[src/rtl/mmc1_serial_writer.sv]
// mmc1_serial_writer: turns one parallel MMC1 register write (or a shift-register
// reset) into the serial CPU-bus write sequence the MMC1 load port expects.
// A register write is five one-bit writes on D0, LSB first; a reset is one write with D7=1.
// Optional build macro MMC1_GAP_CYCLE_EN: inserts one idle CPU cycle between the
// writes of a register sequence (9 CPU cycles per register write instead of 5).
module mmc1_serial_writer #(
   parameter int M2_LOW_CLKS  = 3,
   parameter int M2_HIGH_CLKS = 3,
   parameter int ROMSEL_DLY   = 1
) (
   input  logic       CLK,
   input  logic       RST,
   input  logic       req_valid,
   output logic       req_ready,
   input  logic       req_reset,
   input  logic [1:0] req_reg,
   input  logic [4:0] req_data,
   output logic       busy,
   output logic       done,
   output logic       CPU_M2,
   output logic       nCPU_ROMSEL,
   output logic       nCPU_RW,
   output logic       CPU_A14,
   output logic       CPU_A13,
   output logic       CPU_D0,
   output logic       CPU_D7
);

   localparam int PER = M2_LOW_CLKS + M2_HIGH_CLKS;
   localparam int PW  = $clog2(PER);
   localparam logic [PW-1:0] PH_LAST   = PW'(PER - 1);
   localparam logic [PW-1:0] PH_HIGH   = PW'(M2_LOW_CLKS);
   localparam logic [PW-1:0] PH_ROMSEL = PW'(M2_LOW_CLKS + ROMSEL_DLY);

`ifdef MMC1_GAP_CYCLE_EN
   typedef enum logic [1:0] {IDLE, ARMED, WRITE, GAP} state_t;
`else
   typedef enum logic [1:0] {IDLE, ARMED, WRITE} state_t;
`endif

   state_t          state, state_n;
   logic [PW-1:0]   phase;
   logic            alive;      // low for the first CLK after reset so req_ready stays 0
   logic            rst_cmd;    // latched req_reset
   logic [1:0]      reg_q;
   logic [4:0]      data_q;
   logic [2:0]      bit_q, bit_n;
   logic [1:0]      addr_q;
   logic            done_q, done_n;
   logic            load, start;
   logic            boundary, last;
   logic            in_wr;

   // next CLK edge moves the phase counter back to 0: the CPU cycle boundary
   assign boundary = (phase == PH_LAST);
   // the write in progress is the final one of its request
   assign last     = rst_cmd || (bit_q == 3'd4);

   // next-state, bit counter and completion decode
   always_comb begin
      state_n = state;
      bit_n   = bit_q;
      done_n  = 1'b0;
      load    = 1'b0;
      start   = 1'b0;
      case (state)
         IDLE: begin
            if (req_valid && req_ready) begin
               state_n = ARMED;
               load    = 1'b1;
            end
         end
         ARMED: begin
            if (boundary) begin
               state_n = WRITE;
               bit_n   = 3'd0;
               start   = 1'b1;
            end
         end
         WRITE: begin
            if (boundary) begin
               if (last) begin
                  state_n = IDLE;
                  done_n  = 1'b1;
               end else begin
`ifdef MMC1_GAP_CYCLE_EN
                  state_n = GAP;
`else
                  bit_n   = (bit_q < 3'd4) ? bit_q + 3'd1 : bit_q;
`endif
               end
            end
         end
`ifdef MMC1_GAP_CYCLE_EN
         GAP: begin
            if (boundary) begin
               state_n = WRITE;
               bit_n   = (bit_q < 3'd4) ? bit_q + 3'd1 : bit_q;
            end
         end
`endif
         default: state_n = IDLE;
      endcase
   end

   // state register
   always_ff @(posedge CLK) begin
      if (RST) state <= IDLE;
      else     state <= state_n;
   end

   // free-running phase counter, request latch, bit counter, address and done pulse
   always_ff @(posedge CLK) begin
      if (RST) begin
         phase   <= '0;
         alive   <= 1'b0;
         rst_cmd <= 1'b0;
         reg_q   <= 2'b00;
         data_q  <= 5'd0;
         bit_q   <= 3'd0;
         addr_q  <= 2'b00;
         done_q  <= 1'b0;
      end else begin
         phase  <= boundary ? '0 : phase + PW'(1);
         alive  <= 1'b1;
         done_q <= done_n;
         bit_q  <= bit_n;
         if (load) begin
            rst_cmd <= req_reset;
            reg_q   <= req_reg;
            data_q  <= req_data;
         end
         // address is set at the start of a sequence and then held, also across idle time
         if (start) addr_q <= rst_cmd ? 2'b00 : reg_q;
      end
   end

   assign in_wr       = (state == WRITE);
   assign req_ready   = alive && (state == IDLE);
   assign busy        = (state != IDLE);
   assign done        = done_q;
   assign CPU_M2      = (phase >= PH_HIGH);
   assign nCPU_RW     = !in_wr;
   assign nCPU_ROMSEL = !(in_wr && (phase >= PH_ROMSEL));
   assign CPU_A14     = addr_q[1];
   assign CPU_A13     = addr_q[0];
   assign CPU_D0      = in_wr && !rst_cmd && data_q[bit_q];
   assign CPU_D7      = in_wr && rst_cmd;

endmodule

[config.mk]
export PLATFORM = sky130hd
export DESIGN_NAME = mmc1_serial_writer
export DESIGN_NICKNAME = d
export VERILOG_FILES = /design/src/rtl/mmc1_serial_writer.sv
export SDC_FILE = /design/constraint.sdc
export NUM_CORES = 1
export LEC_CHECK = 0
export CAP_MARGIN = 5
export CELL_PAD_IN_SITES_DETAIL_PLACEMENT = 2
export CELL_PAD_IN_SITES_GLOBAL_PLACEMENT = 2
export CORE_AREA = 10 10 69 71
export DETAILED_ROUTE_END_ITERATION = 6
export DIE_AREA = 0 0 79 81
export GPL_TIMING_DRIVEN = 0
export PLACE_DENSITY = 0.85
export SYNTH_ARGS = -nofsm -noshare
export SYNTH_HDL_FRONTEND = slang
export SYNTH_SLANG_ARGS = --single-unit
[constraint.sdc]
create_clock -name CLK -period 1.6 [get_ports CLK]
set_input_delay 0.32 -clock CLK [delete_from_list [all_inputs] [get_ports CLK]]
set_output_delay 0.32 -clock CLK [all_outputs]
set_load 0.05 [all_outputs]
==> impl_metrics.csv <==
group,metric,value,unit
layout,final_cells,181,
layout,fill_cells,420,
place,dp_hpwl,2000,um
job,maxCapViolCount,0,
sta,period_needed,1.80,ns
setup_path,r2r_end,"bit_q[0]$_SDFFE_PP0P_",
sta,setup_viol,2,
synth,synth_seq_cells,20,
die,chipHeight,81,um
die,pin_count,21,
sta,rsz0062_at_grt,"true",
clock_network,clockBufferDepth,2,
setup_path,worstRegToRegCells,7,
synth,syn_inst,100,
setup_path,cp_slowest_stage_delay,0.40,ns
setup_path,critPathKind,"reg2out",
synth,synth_area,953,um2
setup_path,cp-end-kind,"output pin",
synth,netlist.area_leader.share,42.0,%
sta,finalCritPeriodShare,113,%
synth,ys_types,33,
run_status,violations,"negative setup slack",
sta,clock_skew,0.00699,ns
synth,syn_nets,116,
setup_path,startpoint_type,"flop",
detailed_routing,drt_first_pass_iters,3,
sta,timing.final.max_slew_violations,0,
clock_network,cts_inserted_buffers,3,
power,powerDensity,740,nW/um2
worst_hold_path,hold_class,"reg2reg",
setup_path,critPathArrivalTime,1.48,ns
clock_network,clock_sinks,20,
clock_network,hold_buffers,0,
detailed_routing,wl_per_cell,15.7,um
layout,diodes,0,
sta,finalHoldViolations,0,
die,num_rows,22,
place,numPortBuffers,20,
detailed_routing,wl,2840,um
sta,relSlewSlack,67.3,%
clock_network,cts_tree,"yes",
clock_network,clock_latency,0.30,ns
sta,worstMarginPinSlew,0.493,ns
synth,ys_seq_area_share,42.0,%
global_route,grt_first_pass_wirelength,4580,um
global_route,grt_pass1_vias,1002,
synth,syn_avg_cell_area,9.53,um2
worst_hold_path,hold_end,"addr_q[1]$_SDFFE_PP0P_",
detailed_routing,routed_via_density,4.70,
run_status,status,"complete, but fails checks",
setup_path,cp.required,1.28,ns
place,place.gp.congestion,0.796,
global_route,grt_overflow,0,
die,coreArea,3520,um2
setup_path,r2r_slack,0.08,ns
layout,fin_nets,150,
die,die-area,6400,um2
clock_network,cts-root-buf,"clkbuf_4",
setup_path,crit_path_top_delay_cell,"dfxtp_2",
die,start_util,27.1,%
worst_hold_path,worstHoldStart,"addr_q[1]$_SDFFE_PP0P_",
setup_path,cp_cell_sequence,"inv_1 > and4_1 > o311a_1 > buf_6",
place,dp.cells,168,
global_route,grt_max_degree,12,
sta,fmax,555,MHz
setup_path,path_max_fanout,5,
sta,setup_slack,-0.202,ns
global_route,track_usage,8.89,%
setup_path,path_buf_inv,2,
clock_network,htree_levels,1,
detailed_routing,drtAntennaViolNets,0,
layout,postLayoutCoreUtil,39.6,%
detailed_routing,drt_iter0_markers,19,
layout,drive_gt1_share,33.8,%
clock_network,clkSlewWorstSetupHoldPaths,0.12,ns
global_route,antenna_found_initial,0,
power,p_leak,0.587,nW
setup_path,cp_top_family,"flip-flops",
detailed_routing,drc,0,
detailed_routing,vias,850,
die,fp.dieW,79,um
setup_path,timing.rr.start,"phase[1]$_SDFF_PP0_",
worst_hold_path,hold_path_depth,2,
power,vdd_drop_max,0.378,mV
synth,synth_area_leader_cell,"dfxtp_1",
layout,area_growth,46.2,%
synth,ys_warn_count,0,
synth,ys_top_cells_by_area,"dfxtp_1 42%, mux2i_1 10%, ha_1 6.6%",
[final cells by class]
type,count,area (um2),area share [%]
Timing Repair Buffer,30,282,20.2
Tap cell,48,60.1,4.31
Inverter,8,30.0,2.15
Sequential cell,20,420,30.2
Multi-Input combinational cell,67,538,38.6
Buffer,4,27.5,1.97
Clock buffer,4,36.3,2.60
[how the worst max path moves through the flow]
stage | from | slack (ns) | endpoint | cells past startpoint
4_1_cts | bit_q[1]$_SDFFE_PP0P_ | -0.23 | CPU_D0 | 4
3_3_place_gp | bit_q[1]$_SDFFE_PP0P_ | -0.52 | CPU_D0 | 4
2_1_floorplan | state[0]$_SDFFE_PP0P_ | 0.03 | CPU_D7 | 4
6_report | bit_q[0]$_SDFFE_PP0P_ | -0.20 | CPU_D0 | 4
3_5_place_dp | bit_q[1]$_SDFFE_PP0P_ | -0.53 | CPU_D0 | 4
5_1_grt | bit_q[1]$_SDFFE_PP0P_ | -0.29 | CPU_D0 | 4
[metal layers]
| layer | track usage, % | routed length [um] |
|---|---|---|
| met3 | 1.99 | 94 |
| met4 | 3.23 | 29 |
| met5 | 0 | 0 |
| met2 | 18.0 | 1620 |
| met1 | 8.50 | 1090 |
[registers in the layout (all words and copies together), names as in the netlist]
register  flops
reg_q         2
bit_q         3
addr_q        2
phase         3
alive         1
state         2
data_q        5
rst_cmd       1
done          1
[power breakdown]
part           total (mW)  internal, mW  switching, mW
sequential          0.538         0.517         0.0212
clock               0.299         0.139          0.160
combinational       0.194        0.0942         0.0994
total                1.03         0.750          0.281
[cell families (layout without fill, tap and decap cells)]
| logic type | after synthesis | after routing | synth area share, % |
|---|---|---|---|
| AO/OA/AOI/OAI | 14 | 14 | 9.58 |
| flip-flops | 20 | 20 | 42.0 |
| buffers and inverters | 13 | 46 | 7.09 |
| multiplexers | 10 | 10 | 10.5 |
| AND/OR/NAND/NOR | 38 | 38 | 24.3 |
| adder cells (fa/ha/maj) | 5 | 5 | 6.56 |
[synth_stat cells]
library cell and n:
or2_2 1, nand4b_4 1, nor4b_2 1, nor4_1 1, a31oi_1 1, buf_6 2
clkbuf_1 2, or3b_1 1, inv_1 8, nor3_1 5, nor2_1 11, and2b_1 1
nand4_1 1, nand3_1 2, ha_1 5, or4b_4 1, a211oi_1 1, mux2i_1 10
o311a_1 1, o21bai_1 1, a211o_1 1, a21oi_1 6, dfxtp_1 20, buf_4 1
a21o_1 1, o21ai_0 1, and4_1 1, nand2b_1 1, a311oi_1 1, and2_1 1
nand3b_1 1, nand2_1 7, and4bb_2 1
[layout by cell type (no fill, tap or decap), types with 2 or more instances in the layout]
master,count
nor2_1,9
dfxtp_2,4
buf_6,5
ha_4,2
buf_8,2
dfxtp_1,12
nor3_1,5
buf_4,11
clkdlybuf4s50_1,10
nand2_1,7
a21oi_1,6
clkbuf_4,3
nand3_1,2
dlygate4sd2_1,3
mux2i_1,10
nor2_4,2
dfxtp_4,4
ha_1,2
inv_1,7
[worst min-delay path: cells and delay by family, from the launching register on]
kind | cells | cell delay [ns]
AO/OA/AOI/OAI | 1 | 0.05
flip-flops | 1 | 0.33
AND/OR/NAND/NOR | 1 | 0.05
[stage by stage]
step	total power, mW	worst slack, ns	setup TNS (ns)	cell area (um2)	hold slack, ns
finish	1.03	-0.202	-0.267	1390	0.463
floorplan	0.657	0.0263	0	968	0.451
detailed placement	0.724	-0.535	-5.19	1230	0.456
global placement	0.712	-0.516	-4.29	1230	0.442
CTS	1.05	-0.234	-0.361	1340	0.469
global route	1.09	-0.286	-0.537	1390	0.488
[what timing repair did]
action,4_1_cts,5_1_grt
buffers inserted,7,3
setup endpoints to repair,11,19
gates resized for setup,65,10
pin swaps,2,1
cloned,0,0
(Power assumes the default switching activity.)
